## src/rtl/io_bank_sequencer.sv

```systemverilog
// Power-up/power-down sequencer for the 3V pad-driver banks: settles on power-good,
// staggers bank enables up as a thermometer code, ramps down in reverse, and drops all banks on power loss.
module io_bank_sequencer #(
  parameter int NBANKS  = 4,
  parameter int SETTLE  = 16,
  parameter int STAGGER = 8
) (
  input  logic              clk,
  input  logic              reset,
  input  logic              en,
  input  logic              pwr_good,
  output logic [NBANKS-1:0] bank_oe,
  output logic              tie_hold,
  output logic              seq_busy,
  output logic              seq_done,
  output logic              pg_fault
);

  localparam int CMAX = (SETTLE > STAGGER) ? SETTLE : STAGGER;
  localparam int CW   = $clog2(CMAX + 1);
  localparam logic [CW-1:0]     SETTLE_LAST  = CW'(SETTLE - 1);
  localparam logic [CW-1:0]     STAGGER_LAST = CW'(STAGGER - 1);
  localparam logic [NBANKS-1:0] BANK_ONE     = NBANKS'(1);

  typedef enum logic [2:0] {
    S_OFF       = 3'd0,
    S_SETTLE    = 3'd1,
    S_RAMP_UP   = 3'd2,
    S_ON        = 3'd3,
    S_RAMP_DOWN = 3'd4
  } state_t;

  state_t            state_q, state_d;
  logic              sync1_q, sync1_d;
  logic              pg_sync_q, pg_sync_d;
  logic [CW-1:0]     cnt_q, cnt_d;
  logic [NBANKS-1:0] bank_oe_q, bank_oe_d;
  logic              tie_hold_q, tie_hold_d;
  logic              seq_busy_q, seq_busy_d;
  logic              seq_done_q, seq_done_d;
  logic              pg_fault_q, pg_fault_d;

  always_comb begin
    sync1_d    = pwr_good;
    pg_sync_d  = sync1_q;
    state_d    = state_q;
    cnt_d      = cnt_q + 1'b1;
    bank_oe_d  = bank_oe_q;
    pg_fault_d = pg_fault_q;
    // The fault is cleared by a dropped request; a new loss below takes precedence.
    if (!en) pg_fault_d = 1'b0;

    case (state_q)
      S_OFF: begin
        bank_oe_d = '0;
        cnt_d     = '0;
        if (en && pg_sync_q && !pg_fault_q) state_d = S_SETTLE;
      end
      S_SETTLE: begin
        if (!pg_sync_q || !en) begin
          state_d = S_OFF;
          cnt_d   = '0;
        end else if (cnt_q == SETTLE_LAST) begin
          bank_oe_d = BANK_ONE;
          cnt_d     = '0;
          state_d   = (NBANKS == 1) ? S_ON : S_RAMP_UP;
        end
      end
      S_RAMP_UP: begin
        if (!pg_sync_q) begin
          state_d    = S_OFF;
          bank_oe_d  = '0;
          cnt_d      = '0;
          pg_fault_d = 1'b1;
        end else if (!en) begin
          state_d = S_RAMP_DOWN;
          cnt_d   = '0;
        end else if (cnt_q == STAGGER_LAST) begin
          bank_oe_d = (bank_oe_q << 1) | BANK_ONE;
          cnt_d     = '0;
          if (bank_oe_d[NBANKS-1]) state_d = S_ON;
        end
      end
      S_ON: begin
        cnt_d = '0;
        if (!pg_sync_q) begin
          state_d    = S_OFF;
          bank_oe_d  = '0;
          pg_fault_d = 1'b1;
        end else if (!en) begin
          state_d = S_RAMP_DOWN;
        end
      end
      S_RAMP_DOWN: begin
        if (!pg_sync_q) begin
          state_d    = S_OFF;
          bank_oe_d  = '0;
          cnt_d      = '0;
          pg_fault_d = 1'b1;
        end else if (cnt_q == STAGGER_LAST) begin
          bank_oe_d = bank_oe_q >> 1;
          cnt_d     = '0;
          if (bank_oe_d == '0) state_d = S_OFF;
        end
      end
      default: begin
        state_d   = S_OFF;
        bank_oe_d = '0;
        cnt_d     = '0;
      end
    endcase

    // Status flags are decoded from the next state so they land on the same edge as it.
    tie_hold_d = (state_d != S_ON);
    seq_done_d = (state_d == S_ON);
    seq_busy_d = (state_d == S_SETTLE) || (state_d == S_RAMP_UP) || (state_d == S_RAMP_DOWN);
  end

  always_ff @(posedge clk or posedge reset) begin
    if (reset) begin
      state_q    <= S_OFF;
      sync1_q    <= 1'b0;
      pg_sync_q  <= 1'b0;
      cnt_q      <= '0;
      bank_oe_q  <= '0;
      tie_hold_q <= 1'b1;
      seq_busy_q <= 1'b0;
      seq_done_q <= 1'b0;
      pg_fault_q <= 1'b0;
    end else begin
      state_q    <= state_d;
      sync1_q    <= sync1_d;
      pg_sync_q  <= pg_sync_d;
      cnt_q      <= cnt_d;
      bank_oe_q  <= bank_oe_d;
      tie_hold_q <= tie_hold_d;
      seq_busy_q <= seq_busy_d;
      seq_done_q <= seq_done_d;
      pg_fault_q <= pg_fault_d;
    end
  end

  assign bank_oe  = bank_oe_q;
  assign tie_hold = tie_hold_q;
  assign seq_busy = seq_busy_q;
  assign seq_done = seq_done_q;
  assign pg_fault = pg_fault_q;

endmodule

```

## config.mk

```make
export PLATFORM = sky130hd
export DESIGN_NAME = io_bank_sequencer
export DESIGN_NICKNAME = d
export VERILOG_FILES = /design/src/rtl/io_bank_sequencer.sv
export SDC_FILE = /design/constraint.sdc
export NUM_CORES = 1
export LEC_CHECK = 0
export BUFFER_PORTS_ARGS = -buffer_cell sky130_fd_sc_hd__buf_2
export CORE_MARGIN = 5
export CORE_UTILIZATION = 55
export DETAILED_ROUTE_END_ITERATION = 8
export GPL_TIMING_DRIVEN = 0
export PLACE_DENSITY = 0.76
export SLEW_MARGIN = 5
export SYNTH_ARGS = -nofsm -noshare
export SYNTH_HDL_FRONTEND = slang
export SYNTH_SLANG_ARGS = --single-unit
```

## constraint.sdc

```tcl
create_clock -name clk -period 2.3 [get_ports clk]
set_input_delay 0.23 -clock clk [delete_from_list [all_inputs] [get_ports clk]]
set_output_delay 0.23 -clock clk [all_outputs]
set_load 0.01 [all_outputs]
```

==> impl_results.md, run 1 <==
- Post-route cell area: 1076 sq um
- Max Slew Vio Count: 0
- Synth area leaders: dfrtp_1, mux2_4, ha_1
- Final hold viol count: 0
- Layout Skew: 0.0004685 ns
- CTS tree: yes
- Startpoint Class: flip-flop
- H-tree Lvls: 1
- Overflow after GRT: 0
- Die Ht: 51.86 um
- DR pass1 iterations: 4
- Clk sinks: 18
- Most frequent cells in the layout: dfrtp_1, buf_2, nor2_1
- Fill cells: 138
- Gate power share: 7.4%
- CP Capture Type: flip-flop
- Hold-fix buffers, CTS: 0
- Gp weighted congestion: 0.8698
- Post-CTS sizing: 0
- Reg2Reg Setup Slack: 0.29 ns
- Most numerous cell on the critical path: ha_1
- Clk pwr share: 34.1%
- Async SR Flop Fraction: 100.0%
- Unrepaired setup endpoints after global routing: no
- Port bufs: 11
- Post-placement cell area: 1040 sq um
- Top Ports: 12
- Flops & latches, synth: 18
- Setup_tns: 0 ns
- Vias per cell: 5.407
- Antenna violations before repair: 0
- Clock Latency Late Sink: 0.29 ns
- First-pass GRT wire length: 2822 um
- Sequential share of the synthesized area: 46.88%
- Clock buffer depth: 2
- Fin nets: 114
- Worst-Margin Slew: 0.6596 ns
- Post-Syn Instances: 91
- Row count: 15
- Clk root buf: clkbuf_4
- Vias in the first global route: 658
- Switching share of power: 22.33%
- CP max-delay cell: dfrtp_1
- Commonest non-fill, non-tap cell in the layout: dfrtp_1
- Cts bufs inserted: 3
- Clk slew on worst S/H paths: 0.10 ns
- Ys flop type: dfrtp_1
- Vias: 665
- Synth cell types: 29
- Area leader, netlist: dfrtp_1
- Int Pwr: 435.8 uW
- Worst Path Max Fanout: 4
- Switch Pwr: 125.3 uW
- PwrDens: 521.4 nW/um^2
- Period utilization: 87.55%
- Post-synth EDFFs: 0
- N_diodes: 0
- Width of the chip: 51.86 um
- Synth warnings: 0
- Area of the core: 1689 sq um
- Initial core utilization: 57.04%
- Post-synth top area share: 44.16%
- Min-delay worst type: input pin to asynchronous set/reset pin
- Sequential Power Share: 58.4%
- GRT Util Overall: 14.42%
- Critical-path cell list: ha_1 -> nand3_1 -> inv_1 -> ha_1 -> nand4b_1 -> a32oi_4 -> mux2_4
- Synth Cell Area: 963.4 sq um
- Share of cells above drive strength 1: 25.47%
- Detailed Route Iter0 Violations: 8
- Largest net degree at the start of global routing: 19
- Die area: 2689 sq um
- Max-cap violation count: 0
- Final critical-path required period: 2.014 ns
- Antenna-violating nets left: 0
- Routed WL: 1639 um
- Critical Path AT: 2.20 ns
- Drc violations: 0
- Postcts setup bufs: 0
- DR WL/cell: 13.33 um
- CP peak stage delay: 0.38 ns
- Synth-to-Final Area Change: 11.69%
- Post-Syn Area per Cell: 10.59 sq um
- Area of the multi-input gates: 481.7 sq um
- Register Area: 451.7 sq um
- WS Path Type: flip-flop to flip-flop
- Syn nets: 98
- Finish-stage setup viols: 0
- Leak: 0.5085 nW
- Maximum vdd drop: 351.1 uV
- CP required: 2.48 ns
- Rel. slew slack: 55.98%
- Dpl hpwl: 1235 um
- Fmax: 496.6 MHz
- Status: finished clean
## cell usage after synthesis (2+ instances only)
library cell  count
nand3_1           3
nor2_1           10
ha_1              3
dfrtp_1          17
nand2_1           6
nor2b_1           4
o21ai_1           5
nand2b_1          4
inv_1             7
mux2i_1           2
nor3_1            3
a22o_2            2
a21oi_1           7
mux2_4            3
## stage by stage
stage               utilization (%)  hold slack, ns  setup WS, ns  std cells  total power [mW]
floorplan                         -          0.1678        0.4414         91            0.3635
global placement              61.56          0.3326        0.3139        119            0.3754
detailed placement            61.56          0.3403        0.2802        119            0.3759
CTS                           63.70         0.02822        0.2652        123            0.5699
global route                  63.70         0.02886        0.1807        123            0.5885
finish                        63.70         0.01473        0.2864        123            0.5611
## flip-flops by register name, summed over array words and instances (netlist names)
signal	flops
pg_sync_d	1
cnt_q	5
state_q	3
pg_sync_q	1
bank_oe	4
seq_busy	1
pg_fault	1
tie_hold	1
seq_done	1
## worst max-delay path, delay by kind of cell (launching register included)
kind            cells  cell delay (ns)
fa+ha+maj           2             0.46
simple gates        2             0.30
compound gates      1             0.36
buf+inv             1             0.08
flops               1             0.38
mux                 1             0.33
## power by group through the flow
stage | Sequential (mW) | Clock (mW) | Combinational [mW]
2_1_floorplan | 0.334 | 0 | 0.0293
3_3_place_gp | 0.334 | 0 | 0.0416
3_5_place_dp | 0.334 | 0 | 0.0419
4_1_cts | 0.328 | 0.200 | 0.0421
5_1_grt | 0.329 | 0.213 | 0.0466
6_report | 0.328 | 0.192 | 0.0417
## per-layer routing
layer,vias up,GRT usage [%],wire (um)
met5,-,0,0
met4,0,9.170,17
met3,2,2.579,54
met2,11,21.13,765
met1,308,19.45,802
li1,344,-,-
## final timing paths
kind,from,to,cells past startpoint
max in group asynchronous,reset,state_q[2],2
hold / removal,reset,pg_sync_q,2
setup reg to reg,cnt_q[0],bank_oe[0],7
min in group clk,pwr_good,pg_sync_d,1
hold reg to reg,pg_sync_d,pg_sync_q,0
setup / recovery,cnt_q[0],bank_oe[0],7
## cell type report
cell class | count | share of cell area [%]
multi-input combinational | 65 | 44.77
sequential | 18 | 41.98
tap | 17 | 1.977
inverter | 7 | 2.442
buffer | 1 | 0.3488
timing repair buffer | 11 | 5.116
clock buffer | 4 | 3.372
## logic make-up after synthesis
group / after synthesis / synth area share, %
simple gates: 36 / 22.34
mux: 5 / 6.753
fa+ha+maj: 3 / 3.897
xor+xnor: 2 / 1.819
buf+inv: 8 / 3.117
compound gates: 19 / 15.20
flops: 18 / 46.88
Power figures use the tool's default switching activity.
==> run 2, diff against run 1 <==
--- a/config.mk
+++ b/config.mk
@@ -6,12 +6,12 @@
 export NUM_CORES = 1
 export LEC_CHECK = 0
 export BUFFER_PORTS_ARGS = -buffer_cell sky130_fd_sc_hd__buf_2
-export CORE_MARGIN = 5
+export CORE_MARGIN = 2
 export CORE_UTILIZATION = 55
 export DETAILED_ROUTE_END_ITERATION = 8
 export GPL_TIMING_DRIVEN = 0
 export PLACE_DENSITY = 0.76
-export SLEW_MARGIN = 5
+export SLEW_MARGIN = 20
 export SYNTH_ARGS = -nofsm -noshare
 export SYNTH_HDL_FRONTEND = slang
 export SYNTH_SLANG_ARGS = --single-unit
==> run 2 against run 1 <==
  * Worst setup slack worse by 0.0035 ns
  * Register-to-register slack about the same
  * Fmax down 0.17%
  * Power up 1.2%
  * Cell count unchanged
  * Highest routed layer unchanged
==> impl_results.md, run 2 (synthesis gave the netlist of run 1 again) <==
- Critical Path AT: 2.21 ns (was 2.20 ns)
- Status: finished clean (unchanged)
- Max Slew Vio Count: 0 (unchanged)
- Vias per cell: 5.675 (was 5.407)
- Fin nets: 114 (unchanged)
- Post-route setup slack: 0.2829 ns (was 0.2864 ns)
- Top reg by flops: cnt_q (unchanged)
- Worst setup startpoint: cnt_q[0] (unchanged)
- CP required: 2.50 ns (was 2.48 ns)
- Largest net degree at the start of global routing: 19 (unchanged)
- Reg2reg start: cnt_q[0] (unchanged)
- Clk slew on worst S/H paths: 0.11 ns (was 0.10 ns)
- PwrDens: 527.7 nW/um^2 (was 521.4 nW/um^2)
- Max-cap violation count: 0 (unchanged)
- Commonest non-fill, non-tap cell in the layout: dfrtp_1 (unchanged)
- Cts bufs inserted: 3 (unchanged)
- Postcts setup bufs: 0 (unchanged)
- Period utilization: 87.70% (was 87.55%)
- Startpoint Class: flip-flop (unchanged)
- First-pass GRT wire length: 2697 um (was 2822 um)
- Width of the chip: 45.86 um (was 51.86 um)
- FF-to-FF End: bank_oe[0] (unchanged)
- Antenna violations before repair: 0 (unchanged)
- Maximum vdd drop: 347.0 uV (was 351.1 uV)
- Register Area: 451.7 sq um (unchanged)
- Vias in the first global route: 632 (was 658)
- H-tree Lvls: 1 (unchanged)
- N_diodes: 0 (unchanged)
- CP Capture Type: flip-flop (unchanged)
- Die Ht: 45.86 um (was 51.86 um)
- Vias: 698 (was 665)
- Final critical-path required period: 2.017 ns (was 2.014 ns)
- Synth-to-Final Area Change: 11.69% (unchanged)
- Final hold viol count: 0 (unchanged)
- Min-delay worst type: input pin to asynchronous set/reset pin (unchanged)
- DR WL/cell: 13.24 um (was 13.33 um)
- Overflow after GRT: 0 (unchanged)
- Worst Path Max Fanout: 4 (unchanged)
- Antenna-violating nets left: 0 (unchanged)
- Gp weighted congestion: 0.8423 (was 0.8698)
- Placed Cells: 119 (unchanged)
- Fmax: 495.8 MHz (was 496.6 MHz)
- Row count: 15 (unchanged)
- Unrepaired setup endpoints after global routing: no (unchanged)
- Max reg flops: 5 (unchanged)
- GRT Util Overall: 18.24% (was 14.42%)
- CTS tree: yes (unchanged)
- Leak: 0.5085 nW (unchanged)
- Fin cells: 123 (unchanged)
- Clk sinks: 18 (unchanged)
- Hold-fix buffers, CTS: 0 (unchanged)
- Most frequent cells in the layout: dfrtp_1, buf_2, nor2_1 (unchanged)
- Hold slack: 0.008244 ns (was 0.01473 ns)
- Initial core utilization: 57.04% (unchanged)
- Clock Latency Late Sink: 0.30 ns (was 0.29 ns)
- Clk root buf: clkbuf_4 (unchanged)
- Area of the core: 1689 sq um (unchanged)
- WS Path Type: flip-flop to flip-flop (unchanged)
- Setup_tns: 0 ns (unchanged)
- Reg2Reg Setup Slack: 0.28 ns (was 0.29 ns)
- Share of cells above drive strength 1: 25.47% (unchanged)
- Die area: 2103 sq um (was 2689 sq um)
- Post-CTS sizing: 0 (unchanged)
- Power, Total: 567.8 uW (was 561.1 uW)
- DR pass1 iterations: 4 (unchanged)
- Top Ports: 12 (unchanged)
- Placement Setup Slack: 0.2898 ns (was 0.2802 ns)
- Finish-stage setup viols: 0 (unchanged)
- Worst reg2reg path depth: 7 (unchanged)
- Routed WL: 1628 um (was 1639 um)
- Layout Skew: 0.005439 ns (was 0.0004685 ns)
- Worst Setup EP: bank_oe[0] (unchanged)
- Drc violations: 0 (unchanged)
- Rel. slew slack: 54.86% (was 55.98%)
- Detailed Route Iter0 Violations: 12 (was 8)
- Worst-Margin Slew: 0.6764 ns (was 0.6596 ns)
- Fill cells: 146 (was 138)
- Area of the multi-input gates: 481.7 sq um (unchanged)
- Clock buffer depth: 2 (unchanged)
- Dpl hpwl: 1207 um (was 1235 um)
- Port bufs: 11 (unchanged)
run 2: worst min path at each step:
stage	from	endpoint	cells past startpoint
after CTS	pwr_good	pg_sync_d	1
after floorplan	reset	bank_oe[0]	1
after detailed placement	pwr_good	pg_sync_d	1
final	reset	cnt_q[3]	2
after global placement	pg_sync_d	pg_sync_q	0
after global routing	pwr_good	pg_sync_d	1
run 2: metrics by stage:
step / utilization (%) / cell area, sq um
after detailed placement: 61.56 / 1040
after global placement: 61.56 / 1040
after global routing: 63.70 / 1076
final: 63.70 / 1076
after CTS: 63.70 / 1076
after floorplan: - / 963.4
run 2: layer usage:
| metal | vias to the layer above | track usage [%] | share of wire, % |
|---|---|---|---|
| li1 | 344 | - | - |
| met2 | 14 | 27.78 | 46 |
| met3 | 5 | 2.381 | 3.0 |
| met1 | 335 | 25.57 | 48 |
| met4 | 0 | 8.571 | 2.3 |
| met5 | - | 0 | 0 |
run 2: area by class of cell:
type | count | area share, %
clock buffer | 4 | 3.372
multi-input combinational | 65 | 44.77
inverter | 7 | 2.442
timing repair buffer | 11 | 5.116
tap | 17 | 1.977
sequential | 18 | 41.98
buffer | 1 | 0.3488
run 2: worst max-delay path, cell delays in order (launching register included):
cell,delay [ns]
dfrtp_1,0.39
ha_1,0.27
nand3_1,0.13
inv_1,0.07
ha_1,0.21
nand4b_1,0.17
a32oi_4,0.35
mux2_4,0.33
run 2: power by group:
part	internal (mW)	switching [mW]
clock network	0.0966	0.101
logic	0.0170	0.0248
registers	0.322	0.00561
